==> src/rtl/rob_pkg.sv <==
// Shared sizing defaults and the per-entry record for the reorder buffer.
package rob_pkg;

    localparam int NUM_ENTRIES       = 8;
    localparam int LOG_NUM_ENTRIES   = 3;
    localparam int LOG_NUM_REGISTERS = 3;
    localparam int DATA_WIDTH        = 16;

    typedef struct packed {
        logic                         valid;
        logic                         done;
        logic                         exception;
        logic [LOG_NUM_REGISTERS-1:0] dest;
        logic [DATA_WIDTH-1:0]        data;
    } rob_entry_t;

endpackage

==> src/rtl/rob_entry.sv <==
// One reorder-buffer slot: allocation, writeback capture and retirement.
module rob_entry
    import rob_pkg::*;
(
    input  logic                         clk,
    input  logic                         reset,
    input  logic                         clear,
    input  logic                         alloc,
    input  logic [LOG_NUM_REGISTERS-1:0] alloc_dest,
    input  logic                         wb,
    input  logic [DATA_WIDTH-1:0]        wb_data,
    input  logic                         wb_exception,
    input  logic                         retire,
    output rob_entry_t                   entry
);

    // Clear outranks everything; a writeback only lands on an occupied slot.
    always_ff @(posedge clk or negedge reset) begin
        if (!reset) begin
            entry <= '0;
        end else if (clear) begin
            entry <= '0;
        end else begin
            if (alloc) begin
                entry.valid     <= 1'b1;
                entry.done      <= 1'b0;
                entry.exception <= 1'b0;
                entry.dest      <= alloc_dest;
            end else if (wb && entry.valid) begin
                entry.done      <= 1'b1;
                entry.data      <= wb_data;
                entry.exception <= wb_exception;
            end
            if (retire) begin
                entry.valid <= 1'b0;
            end
        end
    end

endmodule

==> src/rtl/reorder_buffer.sv <==
// In-order retirement buffer with out-of-order writeback and operand bypass.
module reorder_buffer #(
    parameter int NUM_ENTRIES       = rob_pkg::NUM_ENTRIES,
    parameter int LOG_NUM_ENTRIES   = rob_pkg::LOG_NUM_ENTRIES,
    parameter int LOG_NUM_REGISTERS = rob_pkg::LOG_NUM_REGISTERS,
    parameter int DATA_WIDTH        = rob_pkg::DATA_WIDTH
) (
    input  logic                         clk,
    input  logic                         reset,
    input  logic                         alloc_valid,
    input  logic [LOG_NUM_REGISTERS-1:0] alloc_dest,
    output logic                         alloc_ready,
    output logic [LOG_NUM_ENTRIES-1:0]   alloc_tag,
    input  logic                         wb_valid,
    input  logic [LOG_NUM_ENTRIES-1:0]   wb_tag,
    input  logic [DATA_WIDTH-1:0]        wb_data,
    input  logic                         wb_exception,
    input  logic [LOG_NUM_ENTRIES-1:0]   rd_tag_a,
    input  logic [LOG_NUM_ENTRIES-1:0]   rd_tag_b,
    output logic                         rd_ready_a,
    output logic                         rd_ready_b,
    output logic [DATA_WIDTH-1:0]        rd_data_a,
    output logic [DATA_WIDTH-1:0]        rd_data_b,
    output logic                         commit_valid,
    input  logic                         commit_ready,
    output logic [LOG_NUM_REGISTERS-1:0] commit_dest,
    output logic [DATA_WIDTH-1:0]        commit_data,
    output logic                         commit_exception,
    input  logic                         flush,
    output logic [LOG_NUM_ENTRIES:0]     count
);

    localparam logic [LOG_NUM_ENTRIES:0] FULL_COUNT = (LOG_NUM_ENTRIES+1)'(NUM_ENTRIES);

    rob_pkg::rob_entry_t        entries [NUM_ENTRIES];
    rob_pkg::rob_entry_t        head_entry;
    logic [LOG_NUM_ENTRIES-1:0] head;
    logic [LOG_NUM_ENTRIES-1:0] tail;
    logic                       do_alloc;
    logic                       do_commit;
    logic                       clear_all;

    assign head_entry       = entries[head];
    assign alloc_ready      = (count != FULL_COUNT);
    assign alloc_tag        = tail;
    assign commit_valid     = head_entry.valid && head_entry.done;
    assign commit_dest      = head_entry.dest;
    assign commit_data      = head_entry.data;
    assign commit_exception = head_entry.exception;

    assign do_alloc  = alloc_valid && alloc_ready && !flush;
    assign do_commit = commit_valid && commit_ready && !flush;
    // Retiring a faulting instruction squashes everything younger, including this cycle's allocation.
    assign clear_all = flush || (do_commit && head_entry.exception);

    generate
        for (genvar i = 0; i < NUM_ENTRIES; i++) begin : g_entry
            rob_entry u_entry (
                .clk          (clk),
                .reset        (reset),
                .clear        (clear_all),
                .alloc        (do_alloc && (tail == LOG_NUM_ENTRIES'(i))),
                .alloc_dest   (alloc_dest),
                .wb           (wb_valid && (wb_tag == LOG_NUM_ENTRIES'(i))),
                .wb_data      (wb_data),
                .wb_exception (wb_exception),
                .retire       (do_commit && (head == LOG_NUM_ENTRIES'(i))),
                .entry        (entries[i])
            );
        end
    endgenerate

    // Pointers wrap naturally because NUM_ENTRIES is a power of two.
    always_ff @(posedge clk or negedge reset) begin
        if (!reset) begin
            head  <= '0;
            tail  <= '0;
            count <= '0;
        end else if (clear_all) begin
            head  <= '0;
            tail  <= '0;
            count <= '0;
        end else begin
            if (do_alloc) begin
                tail <= tail + 1'b1;
            end
            if (do_commit) begin
                head <= head + 1'b1;
            end
            case ({do_alloc, do_commit})
                2'b10:   count <= count + 1'b1;
                2'b01:   count <= count - 1'b1;
                default: count <= count;
            endcase
        end
    end

    // Lookups see a same-cycle writeback so consumers need not wait a cycle.
    always_comb begin
        rd_ready_a = entries[rd_tag_a].valid && entries[rd_tag_a].done;
        rd_data_a  = entries[rd_tag_a].data;
        rd_ready_b = entries[rd_tag_b].valid && entries[rd_tag_b].done;
        rd_data_b  = entries[rd_tag_b].data;
        if (wb_valid && (wb_tag == rd_tag_a) && entries[wb_tag].valid) begin
            rd_ready_a = 1'b1;
            rd_data_a  = wb_data;
        end
        if (wb_valid && (wb_tag == rd_tag_b) && entries[wb_tag].valid) begin
            rd_ready_b = 1'b1;
            rd_data_b  = wb_data;
        end
    end

endmodule

==> config.mk <==
export PLATFORM = sky130hd
export DESIGN_NAME = reorder_buffer
export DESIGN_NICKNAME = d
export VERILOG_FILES = /design/src/rtl/rob_pkg.sv /design/src/rtl/rob_entry.sv /design/src/rtl/reorder_buffer.sv
export SDC_FILE = /design/constraint.sdc
export NUM_CORES = 1
export LEC_CHECK = 0
export CORE_MARGIN = 1.5
export CORE_UTILIZATION = 42
export DETAILED_ROUTE_END_ITERATION = 12
export HOLD_SLACK_MARGIN = 0.12
export MAX_ROUTING_LAYER = met4
export PLACE_DENSITY = 0.7
export SLEW_MARGIN = 40
export SYNTH_ARGS = -nofsm -noshare
export SYNTH_HDL_FRONTEND = slang
export SYNTH_SLANG_ARGS = --single-unit
==> constraint.sdc <==
create_clock -name clk -period 5.1 [get_ports clk]
set_input_delay 0.51 -clock clk [delete_from_list [all_inputs] [get_ports clk]]
set_output_delay 0.51 -clock clk [all_outputs]
set_load 0.05 [all_outputs]
Word-level counts from Yosys, hierarchy flattened
Index checks and enable logic that the tools add are counted.
{"block": "op_classes", "add_sub_neg": 4, "magnitude_cmp": 4, "n_eq_ne": 34, "muxes": 86, "n_bitwise": 4, "n_reduce_logical": 92}
{"operator": "22-bit 2-to-1 mux", "n": 16}
{"operator": "16-bit 2-to-1 mux", "n": 18}
{"operator": "22-bit binary-select mux with 3-bit select", "n": 4}
{"operator": "3-bit nonzero test", "n": 17}
{"operator": "1-bit logical AND", "n": 44}
{"operator": "3-bit == test, second input constant", "n": 12}
{"operator": "3-bit 2-to-1 mux", "n": 12}
{"operator": "2-bit nonzero test", "n": 18}
{"operator": "2-bit 2-to-1 mux", "n": 16}
{"operator": "3-bit by 2-bit == test with 1-bit output, second input constant", "n": 6}
{"operator": "1-bit 2-to-1 mux", "n": 18}
{"operator": "4-bit greater-or-equal comparator, second input constant", "n": 4}
{"operator": "2-bit != test, second input constant", "n": 8}
{"operator": "3-bit NOT with 4-bit output", "n": 4}
{"operator": "2-bit AND reduction", "n": 8}
{"operator": "3-bit by 1-bit == test with 1-bit output, second input constant", "n": 3}
{"operator": "3-bit zero test", "n": 3}
{"operator": "4-bit one-hot mux with 2 select lines", "n": 1}
{"operator": "3-bit by 1-bit adder with 3-bit output, second input constant", "n": 2}
{"operator": "3-bit == test", "n": 2}
{"operator": "4-bit by 1-bit adder with 4-bit output, second input constant", "n": 1}
{"operator": "4-bit 2-to-1 mux", "n": 1}
{"operator": "4-bit != test, second input constant", "n": 1}
{"operator": "4-bit by 1-bit subtractor with 4-bit output, second input constant", "n": 1}
{"operator": "other kinds (4)", "n": 4}
{"block": "totals", "regBits": 186, "out_inout_bits": 63, "word_cells": 267}

Longest topological paths before layout
{"block": "depth", "word_depth": 11, "depth_mapped": 14, "ltp_nobuf": 13}

Modules after synthesis
From an unflattened synthesis, not the netlist that was laid out.
{"block": "hier_totals", "hier_cells": 1160, "area_unflattened_um2": 13327.8}
{"module": "rob_entry", "n_inst": 8, "cells_each": 91, "area_each_um2": 1059.8, "seq_area_each_um2": 550.5}
{"module": "reorder_buffer", "n_inst": 1, "cells_each": 432, "area_each_um2": 4849.7, "seq_area_each_um2": 250.2}

Least setup slack after synthesis
Ideal clock, no wire load.
{"block": "synth_timing", "kind": "input -> output", "startpoint": "in wb_tag[1]", "endpoint": "out rd_data_a[2]", "t_arrival_ps": 2818, "path_slack_ps": 1772, "path_stages": 8, "n_path_buf": 2, "path_cell_list": "clkbuf_1 -> mux4_2 -> mux2i_1 -> nor2b_1 -> nand4_1 -> clkbuf_1 -> nor2_1 -> a21oi_1"}
{"block": "synth_via", "elab_chain_cells": 6}
{"element": "from (decl)", "line": "reorder_buffer.sv:15", "rtl": "input logic [LOG_NUM_ENTRIES-1:0] wb_tag,"}
{"element": "3-bit NOT with 4-bit output (not written as such)", "line": "reorder_buffer.sv:104", "rtl": "if (wb_valid && (wb_tag == rd_tag_a) && entries[wb_tag].valid) begin"}
{"element": "22-bit binary-select mux with 3-bit select", "line": "reorder_buffer.sv:104"}
{"element": "22-bit 2-to-1 mux (not written as such) (2 in series)", "line": "reorder_buffer.sv:104"}
{"element": "1-bit logical AND (*)", "line": "reorder_buffer.sv:104"}
{"element": "16-bit 2-to-1 mux (*)", "line": "reorder_buffer.sv:104"}
{"element": "to (decl)", "line": "reorder_buffer.sv:22", "rtl": "output logic [DATA_WIDTH-1:0] rd_data_a,"}
Every way passes the cells marked *; elsewhere a longest branch is shown, timed or not. The select of a mux whose other input is x is not followed.

Worst setup path after layout
{"block": "layout_timing", "startpoint": "reg head[2]", "endpoint": "out commit_valid"}
{"block": "layout_via", "elab_chain_cells": 5}
{"element": "from (decl)", "line": "reorder_buffer.sv:37", "rtl": "logic [LOG_NUM_ENTRIES-1:0] head;"}
{"element": "from (signal assigned)", "line": "reorder_buffer.sv:88", "rtl": "head <= head + 1'b1;"}
{"element": "3-bit NOT with 4-bit output (not written as such)", "line": "reorder_buffer.sv:43", "rtl": "assign head_entry = entries[head];"}
{"element": "22-bit binary-select mux with 3-bit select", "line": "reorder_buffer.sv:43"}
{"element": "22-bit 2-to-1 mux (not written as such) (2 in series)", "line": "reorder_buffer.sv:43"}
{"element": "1-bit logical AND", "line": "reorder_buffer.sv:46", "rtl": "assign commit_valid = head_entry.valid && head_entry.done;"}
{"element": "to (decl)", "line": "reorder_buffer.sv:24", "rtl": "output logic commit_valid,"}
No other way between the ends. The select of a mux whose other input is x is not followed.

==> results.md <==
- Status: finished clean
- Final min period: about 3.9 ns
- Routed Antenna Nets: 0
- DR WL/cell: 21.8 um
- Origin of the critical flop-to-flop path: head[2]
- Die Y-Extent: roughly 170 um
- Synth Cell Area: 0.0120 mm2
- Worst Hold Path EP: g_entry[6].u_entry.entry[17]
- Core box area: 0.0279 mm2
- Total Routing Usage GR: 0.234
- I/O Pins: roughly 100
- Part of the cycle the worst path needs: 0.774
- WP data arrival: ~3.4 ns
- DR vias: about 8700
- DR pass1 iterations: 5
- Critical path required time: 4.59 ns
- Num CTS Buffers: 17
- Crit end category: primary output
- Hold-fix buffers, CTS: 0
- Yosys warns: 0
- Die span in x: about 170 um
- Register area share after synthesis: 0.389
- Post-CTS Resized: 0
- Setup Viol. Count Final: 0
- Site row count: 61
- Slew @ Worst Pin: roughly 0.75 ns
- Leak: 5.47 nW
- Adder-cell area share of the yosys netlist: 0.0163
- Post-DP Area: 0.0130 mm2
- Mux cell area share after synthesis: 0.347
- Routability cong.: 0.852
- Initial antenna violation count: 1
- Buffers on Ports: slightly below 100
- Dpl hpwl: around 20000 um
- WHS Path Cells: 2
- Clk root buf: clkbuf_16
- Synth Area in Compound Gates: 0.0568
- Vias in the first global route: 8761
- First-pass GRT wire length: around 51000 um
- Area Overhead vs Synth: 14.3%
- Fin. max-slew vios: 0
- Critical path launch point type: flop
- CTS sink cnt: 186
- Largest net degree at the start of global routing: around 100
- # fillers: roughly 2500
- Worst Hold Launch: g_entry[6].u_entry.entry[17]
- Worst reg-to-reg path cell count: 13
- Setup repair bufs after CTS: 0
- Nets@finish: 1137
- Fmax: 253 MHz
- TNS Setup: 0 ns
- Max clock buf depth: 2
- RR Endpoint: count[3]
- Die Area: 0.0295 mm2
- Number of synthesized flops with an enable pin: 0
- PD cells: 234 mW/mm2
- Design area: 0.0137 mm2
- Critical setup path kind: flop to primary output
- Post-Synth XOR/XNOR Area: 0.00659
- Syn nets: 1100
- Critical-path maximum fanout: 25
- Post-synth top cells: dfrtp_1 (186), mux2i_1 (172), nor2_1 (147), mux4_2 (108), nand2_1 (87)
- Final Hold Viols: 0
- Synth Area in Simple Gates: 0.134
- Finished Layout Cells: between 1000 and 1500
- Initial drt markers: 646
- Max Cap Viol: 0
- CTS tree: yes
- Clock Skew: 0.0168 ns
- Distinct cells, synth: 44
- GR Overflow Total: 0
- Peak supply drop: 0.247 mV
- Post-synthesis sequential element count: 186
- Drt total wl: 32200 um
- Most frequent cell after synthesis: dfrtp_1
- Unrepaired setup endpoints after global routing: no
- Relative slew slack: 0.499
- Synth Flop Type: dfrtp_1
- Synthesized instance count: roughly 1100
- Setup slack, reg-to-reg: 1.20 ns
- Area contributors post-synth: dfrtp_1 (39%), mux4_2 (20%), mux2i_1 (14%)
- Cell taking the most area after synthesis: dfrtp_1
- Worst skew pair latency: 0.44 ns
- Residual DRC count: 0
- Initial core utilization: 0.428
- FFs w/ async S/R, synth: 1.00
- HP Class: flop to flop
- Largest family of logic cells by synthesized area: multiplexers
- Inst Count DP: 1443
- Share of cells above drive strength 1: 0.198
- Share of the synthesized area in the top cell type: 0.389
- CTS clk-pin slew, worst paths: 0.08 ns
- Syn_area_per_cell: 11.4 um2
- H-tree depth: 4
- Via/cell ratio: a little under 6
## layout make-up
cell class	count	area, um2	share of cell area
Tap cell	378	473	0.0346
Inverter	12	45.0	0.00330
Clock buffer	19	453	0.0331
Antenna cell	1	2.50	0.000183
Timing Repair Buffer	121	1180	0.0866
Multi-Input combinational cell	749	6720	0.492
Sequential cell	186	4660	0.341
Clock inverter	13	129	0.00943
## worst max-delay path: stages (launching register included)
cell and delay, ns:
dfrtp_1 0.79, inv_2 0.50, o2111ai_1 0.25, nand4_1 0.36, inv_2 0.24, clkdlybuf4s50_1 0.83
## registers in the layout (all words and copies together), names as in the netlist
name	cells
g_entry.u_entry.entry	176
count	4
head	3
alloc_tag	3
## through the flow
step	total power [mW]	hold slack (ns)	utilization	worst slack (ns)
after floorplan	1.76	0.214	-	1.77
after global placement	1.89	0.498	0.466	1.28
after detailed placement	1.90	0.507	0.466	1.18
after CTS	3.22	0.148	0.487	1.17
after global routing	3.30	0.547	0.489	0.982
final	3.20	0.522	0.489	1.15
## how the worst max path moves through the flow
stage                     cells after the start       endpoint  startpoint  slack, ns
after floorplan                               8   rd_data_a[2]   wb_tag[1]       1.77
after global placement                        9   rd_data_a[6]   wb_tag[1]       1.28
after detailed placement                      9   rd_data_a[6]   wb_tag[1]       1.18
after CTS                                     9   rd_data_a[6]   wb_tag[1]       1.17
after global routing                          9  rd_data_b[12]   wb_tag[1]       0.98
final                                         5   commit_valid     head[2]       1.15
## cells by family (layout without fill, tap and decap cells)
| kind of cell | count (synthesis) | in the layout |
|---|---|---|
| buf+inv | 115 | 165 |
| fa+ha+maj | 15 | 15 |
| xor+xnor | 9 | 9 |
| other cells | 0 | 1 |
| compound gates | 108 | 108 |
| flops | 186 | 186 |
| mux | 280 | 280 |
| simple gates | 337 | 337 |
## routing by layer
metal	track usage	wire length, um	vias up
met2	0.387	16000	352
li1	-	-	3886
met1	0.300	13900	4425
met5	-	0	-
met4	0.0643	618	0
met3	0.0382	1770	57
## placed cells by master (no fill, tap or decap), types with 4 or more instances in the layout
master,n
dfrtp_1,184
mux2i_1,172
nor2_1,147
mux4_2,108
clkdlybuf4s50_1,92
nand2_1,87
a21oi_1,55
nor2_2,31
nor3_1,20
buf_4,20
nand3_1,18
clkbuf_16,17
a22o_1,16
ha_1,14
inv_1,9
xnor2_1,8
o21ai_0,8
nor2_8,7
a31oi_1,6
nand4_1,6
o211ai_1,6
and3_4,4
and3_1,4
o2111ai_1,4
nor2b_1,4
inv_8,4
buf_2,4
## power by group
part	leakage, nW	switching, mW	total, mW	internal [mW]
Combinational	2.61	0.229	0.357	0.127
Sequential	2.57	0.0226	1.52	1.49
Clock	0.281	0.651	1.33	0.675
Total	5.47	0.903	3.20	2.30
No activity file was read; power rests on OpenSTA's default activity.
